### src/rtl/program_loader_pkg.sv
// Shared types for the boot-time program loader.
package program_loader_pkg;

  // Loader FSM states: two header bytes, payload, then terminal states.
  typedef enum logic [2:0] {
    LOADER_LEN_HI = 3'd0,
    LOADER_LEN_LO = 3'd1,
    LOADER_DATA   = 3'd2,
    LOADER_DONE   = 3'd3,
    LOADER_ERR    = 3'd4
  } loader_state_e;

  // Width of the big-endian word-count header.
  localparam int LEN_W = 16;

  // States in which the loader consumes stream bytes.
  function automatic logic accepts_bytes(input loader_state_e s);
    return (s == LOADER_LEN_HI) || (s == LOADER_LEN_LO) || (s == LOADER_DATA);
  endfunction

endpackage

### src/rtl/program_loader_word_assembler.sv
// Packs four stream bytes (big-endian) into one 32-bit instruction word.
module program_loader_word_assembler (
  input  logic        clock,
  input  logic        reset,
  input  logic        i_clear,
  input  logic        i_byte_en,
  input  logic [7:0]  i_byte,
  output logic        o_word_valid,
  output logic [31:0] o_word
);

  logic [1:0]  r_cnt;
  logic [23:0] r_shift;

  // Byte position within the current word; clear drops any partial word.
  always_ff @(posedge clock) begin
    if (reset || i_clear) begin
      r_cnt <= 2'd0;
    end else if (i_byte_en) begin
      r_cnt <= r_cnt + 2'd1;
    end
  end

  // First three bytes of the word, oldest in the top byte.
  always_ff @(posedge clock) begin
    if (i_byte_en) begin
      r_shift <= {r_shift[15:0], i_byte};
    end
  end

  // The fourth byte completes the word combinationally; the top registers it.
  assign o_word_valid = i_byte_en & (r_cnt == 2'd3);
  assign o_word       = {r_shift, i_byte};

endmodule

### src/rtl/program_loader.sv
// Boot loader: parses a length-prefixed byte stream, writes instruction memory,
// and releases the CPU (cpu_run) once the whole program has been written.
module program_loader
  import program_loader_pkg::*;
#(
  parameter int ADDR_WIDTH = 8,
  parameter int BASE_ADDR  = 0
) (
  input  logic                  clock,
  input  logic                  reset,
  input  logic                  load_req,
  input  logic                  byte_valid,
  input  logic [7:0]            byte_data,
  output logic                  byte_ready,
  output logic                  mem_we,
  output logic [ADDR_WIDTH-1:0] mem_addr,
  output logic [31:0]           mem_wdata,
  output logic                  cpu_run,
  output logic                  load_error,
  output logic [ADDR_WIDTH:0]   loaded_count
);

  localparam logic [LEN_W:0] DEPTH_V = (LEN_W+1)'(2**ADDR_WIDTH);

  loader_state_e           r_state, w_state_nxt;
  logic [7:0]              r_len_hi;
  logic [LEN_W-1:0]        r_len;
  logic [LEN_W-1:0]        r_word_cnt;
  logic                    r_mem_we;
  logic [ADDR_WIDTH-1:0]   r_mem_addr;
  logic [31:0]             r_mem_wdata;
  logic                    r_cpu_run;
  logic                    r_load_error;
  logic [ADDR_WIDTH:0]     r_loaded_count;

  logic                    w_accept;
  logic                    w_byte_en;
  logic                    w_word_valid;
  logic                    w_take_word;
  logic [31:0]             w_word;
  logic [LEN_W-1:0]        w_hdr_len;

  assign byte_ready  = ~load_req & accepts_bytes(r_state);
  assign w_accept    = byte_valid & byte_ready;
  assign w_byte_en   = w_accept & (r_state == LOADER_DATA);
  assign w_hdr_len   = {r_len_hi, byte_data};
  // Ignore anything that completes after the last expected word.
  assign w_take_word = w_word_valid & (r_word_cnt != r_len);

  program_loader_word_assembler u_asm (
    .clock        (clock),
    .reset        (reset),
    .i_clear      (load_req),
    .i_byte_en    (w_byte_en),
    .i_byte       (byte_data),
    .o_word_valid (w_word_valid),
    .o_word       (w_word)
  );

  // FSM state register.
  always_ff @(posedge clock) begin
    if (reset) begin
      r_state <= LOADER_LEN_HI;
    end else begin
      r_state <= w_state_nxt;
    end
  end

  // Next state: load_req restarts from any state; DATA ends on the final write.
  always_comb begin
    w_state_nxt = r_state;
    if (load_req) begin
      w_state_nxt = LOADER_LEN_HI;
    end else begin
      unique case (r_state)
        LOADER_LEN_HI: if (w_accept) w_state_nxt = LOADER_LEN_LO;
        LOADER_LEN_LO: begin
          if (w_accept) begin
            if (w_hdr_len == '0)                    w_state_nxt = LOADER_DONE;
            else if ({1'b0, w_hdr_len} > DEPTH_V)   w_state_nxt = LOADER_ERR;
            else                                    w_state_nxt = LOADER_DATA;
          end
        end
        LOADER_DATA:   if (r_mem_we && (r_word_cnt == r_len)) w_state_nxt = LOADER_DONE;
        default:       ;
      endcase
    end
  end

  // Header capture: high byte first, full count on the second byte.
  always_ff @(posedge clock) begin
    if (w_accept && (r_state == LOADER_LEN_HI)) r_len_hi <= byte_data;
    if (w_accept && (r_state == LOADER_LEN_LO)) r_len    <= w_hdr_len;
  end

  // Count of words assembled in this load; also the next word index.
  always_ff @(posedge clock) begin
    if (reset || load_req) begin
      r_word_cnt <= '0;
    end else if (w_take_word) begin
      r_word_cnt <= r_word_cnt + 1'b1;
    end
  end

  // Memory write port, registered one cycle after the word's last byte.
  always_ff @(posedge clock) begin
    if (reset) begin
      r_mem_we    <= 1'b0;
      r_mem_addr  <= ADDR_WIDTH'(BASE_ADDR);
      r_mem_wdata <= '0;
    end else begin
      r_mem_we <= w_take_word;
      if (w_take_word) begin
        r_mem_addr  <= ADDR_WIDTH'(BASE_ADDR) + r_word_cnt[ADDR_WIDTH-1:0];
        r_mem_wdata <= w_word;
      end
    end
  end

  // Words actually written in this load.
  always_ff @(posedge clock) begin
    if (reset || load_req) begin
      r_loaded_count <= '0;
    end else if (r_mem_we) begin
      r_loaded_count <= r_loaded_count + 1'b1;
    end
  end

  // Status flags follow the state being entered.
  always_ff @(posedge clock) begin
    if (reset) begin
      r_cpu_run    <= 1'b0;
      r_load_error <= 1'b0;
    end else begin
      r_cpu_run    <= (w_state_nxt == LOADER_DONE);
      r_load_error <= (w_state_nxt == LOADER_ERR);
    end
  end

  assign mem_we       = r_mem_we;
  assign mem_addr     = r_mem_addr;
  assign mem_wdata    = r_mem_wdata;
  assign cpu_run      = r_cpu_run;
  assign load_error   = r_load_error;
  assign loaded_count = r_loaded_count;

endmodule

### config.mk
export PLATFORM = sky130hd
export DESIGN_NAME = program_loader
export DESIGN_NICKNAME = d
export VERILOG_FILES = /design/src/rtl/program_loader_pkg.sv /design/src/rtl/program_loader_word_assembler.sv /design/src/rtl/program_loader.sv
export SDC_FILE = /design/constraint.sdc
export NUM_CORES = 1
export LEC_CHECK = 0
export BUFFER_PORTS_ARGS = -buffer_cell sky130_fd_sc_hd__buf_2
export CORE_MARGIN = 1.5
export CORE_UTILIZATION = 61
export CTS_CLUSTER_DIAMETER = 80
export DETAILED_ROUTE_END_ITERATION = 16
export PLACE_DENSITY = 0.84
export REMOVE_ABC_BUFFERS = 1
export SYNTH_ARGS = -nofsm -noshare
export SYNTH_HDL_FRONTEND = slang
export SYNTH_SLANG_ARGS = --single-unit
### constraint.sdc
create_clock -name clock -period 5.81 [get_ports clock]
set_input_delay 0.2905 -clock clock [delete_from_list [all_inputs] [get_ports clock]]
set_output_delay 0.2905 -clock clock [all_outputs]
set_load 0.1 [all_outputs]
==> metrics.md <==
| Metric | Value |
|---|---|
| Outcome | completed |
| I/O pins | 65 |
| Ant. Diodes | 0 |
| Clock sink count | 121 |
| Post-cts sizing count | 0 |
| Initial Util | 64.3% |
| # DRC | 0 |
| Setup CP Type | register to register |
| Flops & latches, synth | 121 |
| Slew HR | 27.0% |
| Vias/cell | 6.23 |
| Die area | 8300 sq um |
| Tcrit/Tclk final | 49.3% |
| Commonest non-fill, non-tap cell in the layout | dfxtp_1 |
| Synth area leader | dfxtp_1 |
| Skew final | 7.94 ps |
| Layout area overhead | 18.7% |
| Hold Vio Cnt, Final | 0 |
| Root Driver | clkbuf_8 |
| # setup viols final | 0 |
| Initial antenna violation count | 0 |
| Routed vias | 3772 |
| Worst IR drop on VDD | 222 uV |
| Worst R2R Start | r_word_cnt[2] |
| Die Wd | 91.1 microns |
| Clk pwr share | 52.5% |
| Setup Fix Bufs, Post-CTS | 0 |
| Total GRT Usage | 28.1% |
| Initial DRC Count | 326 |
| Total core area | 7370 sq um |
| CTS tree | done |
| Clk_lat worst skew | 530 ps |
| Worst hold path endpoint | r_len_hi[3] |
| Hold-fix buffers, CTS | 0 |
| Tmin final | 2870 ps |
| CP Capture Type | register |
| Total CTS buffers | 17 |
| Synth Area per Inst | 10.7 sq um |
| Comb power frac | 1.6% |
| Sw Pwr | 0.436 mW |
| Sequential share of the synthesized area | 61.3% |
| DIE HEIGHT | 91.1 microns |
| Pwr Total | 1.93 mW |
| Fin nets | 508 |
| Final wirelength | 11.1 mm |
| TNS Setup | 0 ps |
| Initial DRT Pass Iterations | 5 |
| Pwr Density | 344 nW/um^2 |
| Post-Syn Area | 4740 sq um |
| Hold Crit Start | byte_data[3] |
| Post-layout instance area | 5620 sq um |
| Dpl cell area | 5050 sq um |
| Largest net degree at the start of global routing | 72 |
| Yosys warning count | 0 |
| Largest fanout on the critical path | 71 |
| Sw Ratio | 22.6% |
| Flop pwr share | 46.0% |
| Count of pins over their slew limit | 0 |
| Slew @ Worst Pin | 1100 ps |
| Hold Path Class | input port to register |
| Post-synth top area share | 30.9% |
| Mapped Cells | 444 |
| RSZ-0062 raised after global routing | no |
| I/O Buffers | 64 |
| # Max-Cap Violations | 0 |
| Distinct cells, synth | 36 |
| Rows | 31 |
| WL/cell | 18.3 microns |
| Fmax | 349 MHz |
| Post-DP HPWL | 6.36 mm |
| Clock Pin Slew Worst Setup and Hold Paths | 60 ps |
| Crit Reg-Reg Endpoint | mem_wdata[0] |
| Layout cells sized above 1 | 20.6% |
| Fin Hold WS | 18.6 ps |
| Clock Path Buffers | 2 |
| Vias in the first global route | 3556 |
| Leakage | 2.06 nW |
| Grt ovf | 0 |
| Startpoint types | register |
| Cell count of the worst hold path | 1 |
| # H-tree levels | 4 |
| WP data required | 6250 ps |
| Worst reg-to-reg path cell count | 5 |
| Area contributors post-synth | dfxtp_1, edfxtp_1, a21oi_1 |
| R2r setup slk | 2940 ps |
| GPL Wtd Cong | 0.879 |
| Most frequent cells in the layout | dfxtp_1, buf_2, a21oi_1, o21ai_0, edfxtp_1 |
| Pint | 1.50 mW |
| First-pass GRT wire length | 18.0 mm |
| Detail Route Antenna Nets | 0 |
| Worst endpoint data arrival time | 3310 ps |
worst max path at each step:
stage                       start        endpoint  depth (start not counted)
floorplan              r_state[2]         cpu_run                          4
global placement         load_req   r_word_cnt[7]                          8
detailed placement       load_req  r_word_cnt[13]                          8
CTS                 r_word_cnt[2]    mem_wdata[0]                          5
global route        r_word_cnt[2]    mem_wdata[0]                          5
finish              r_word_cnt[2]    mem_wdata[0]                          5
per-layer routing:
metal / up-vias / global-route usage, % / routed length (microns)
met1: 1811 / 34.9 / 4290
li1: 1743 / - / -
met5: - / 0 / 0
met2: 189 / 47.1 / 5650
met3: 29 / 7.45 / 903
met4: 0 / 10.4 / 252
final cells by class:
class,count,area (sq um)
Clock buffer,19,443
Clock inverter,13,131
Fill cell,489,1750
Inverter,2,7.51
Multi-Input combinational cell,282,1660
Sequential cell,121,2900
Tap cell,99,124
Timing Repair Buffer,69,358
worst max-delay path: stages, from the launching register on:
cell	delay [ps]
dfxtp_1	530
xor2_1	150
nor4_1	440
and4_2	1050
o21ai_0	330
a21oi_1	260
cell families after synthesis:
group / share of synthesized area (%)
fa+ha+maj: 0.792
buf+inv: 3.80
simple gates: 15.8
mux: 0.634
xor+xnor: 4.44
flops: 61.3
compound gates: 13.2
synthesized netlist by cell type:
library cell	count
o2111a_1	1
a21oi_1	58
buf_6	2
nor3_1	3
nor4_1	10
xnor2_1	4
or2_2	1
buf_1	1
nand4_1	15
nand2_1	10
mux2i_1	3
o21ai_0	50
nor4b_2	1
xor2_1	20
nor3b_1	1
clkbuf_1	27
inv_1	2
or4b_2	1
clkbuf_2	1
and2_1	4
edfxtp_1	48
nor2_1	14
or4_1	7
nand3_1	44
nor2b_1	2
and4_1	4
and3_1	4
o21a_1	1
a211oi_1	2
dfxtp_1	73
buf_2	8
ha_1	3
or3_1	11
o211ai_1	1
and4b_1	1
o31ai_1	6
per-stage QoR:
| step | worst slack, ps | util [%] | std cells |
|---|---|---|---|
| after floorplan | 1810 | - | 405 |
| after global placement | 3230 | 68.5 | 573 |
| after detailed placement | 3070 | 68.5 | 573 |
| after CTS | 2980 | 76.3 | 605 |
| after global routing | 2810 | 76.3 | 605 |
| final | 2940 | 76.3 | 605 |
state kept, by name (all words and copies together), names as in the netlist, 2 cells and up:
| register | flops |
|---|---|
| mem_wdata | 32 |
| r_len_hi | 8 |
| u_asm.r_cnt | 2 |
| r_len | 16 |
| mem_addr | 8 |
| r_word_cnt | 16 |
| u_asm.r_shift | 24 |
| loaded_count | 9 |
| r_state | 3 |
power groups by stage:
stage          registers (mW)  clock network (mW)  logic, mW
2_1_floorplan           0.905                   0     0.0121
3_3_place_gp            0.905                   0     0.0287
3_5_place_dp            0.906                   0     0.0294
4_1_cts                 0.888                1.02     0.0300
5_1_grt                 0.888                1.05     0.0327
6_report                0.888                1.01     0.0304
(Power assumes the default switching activity.)
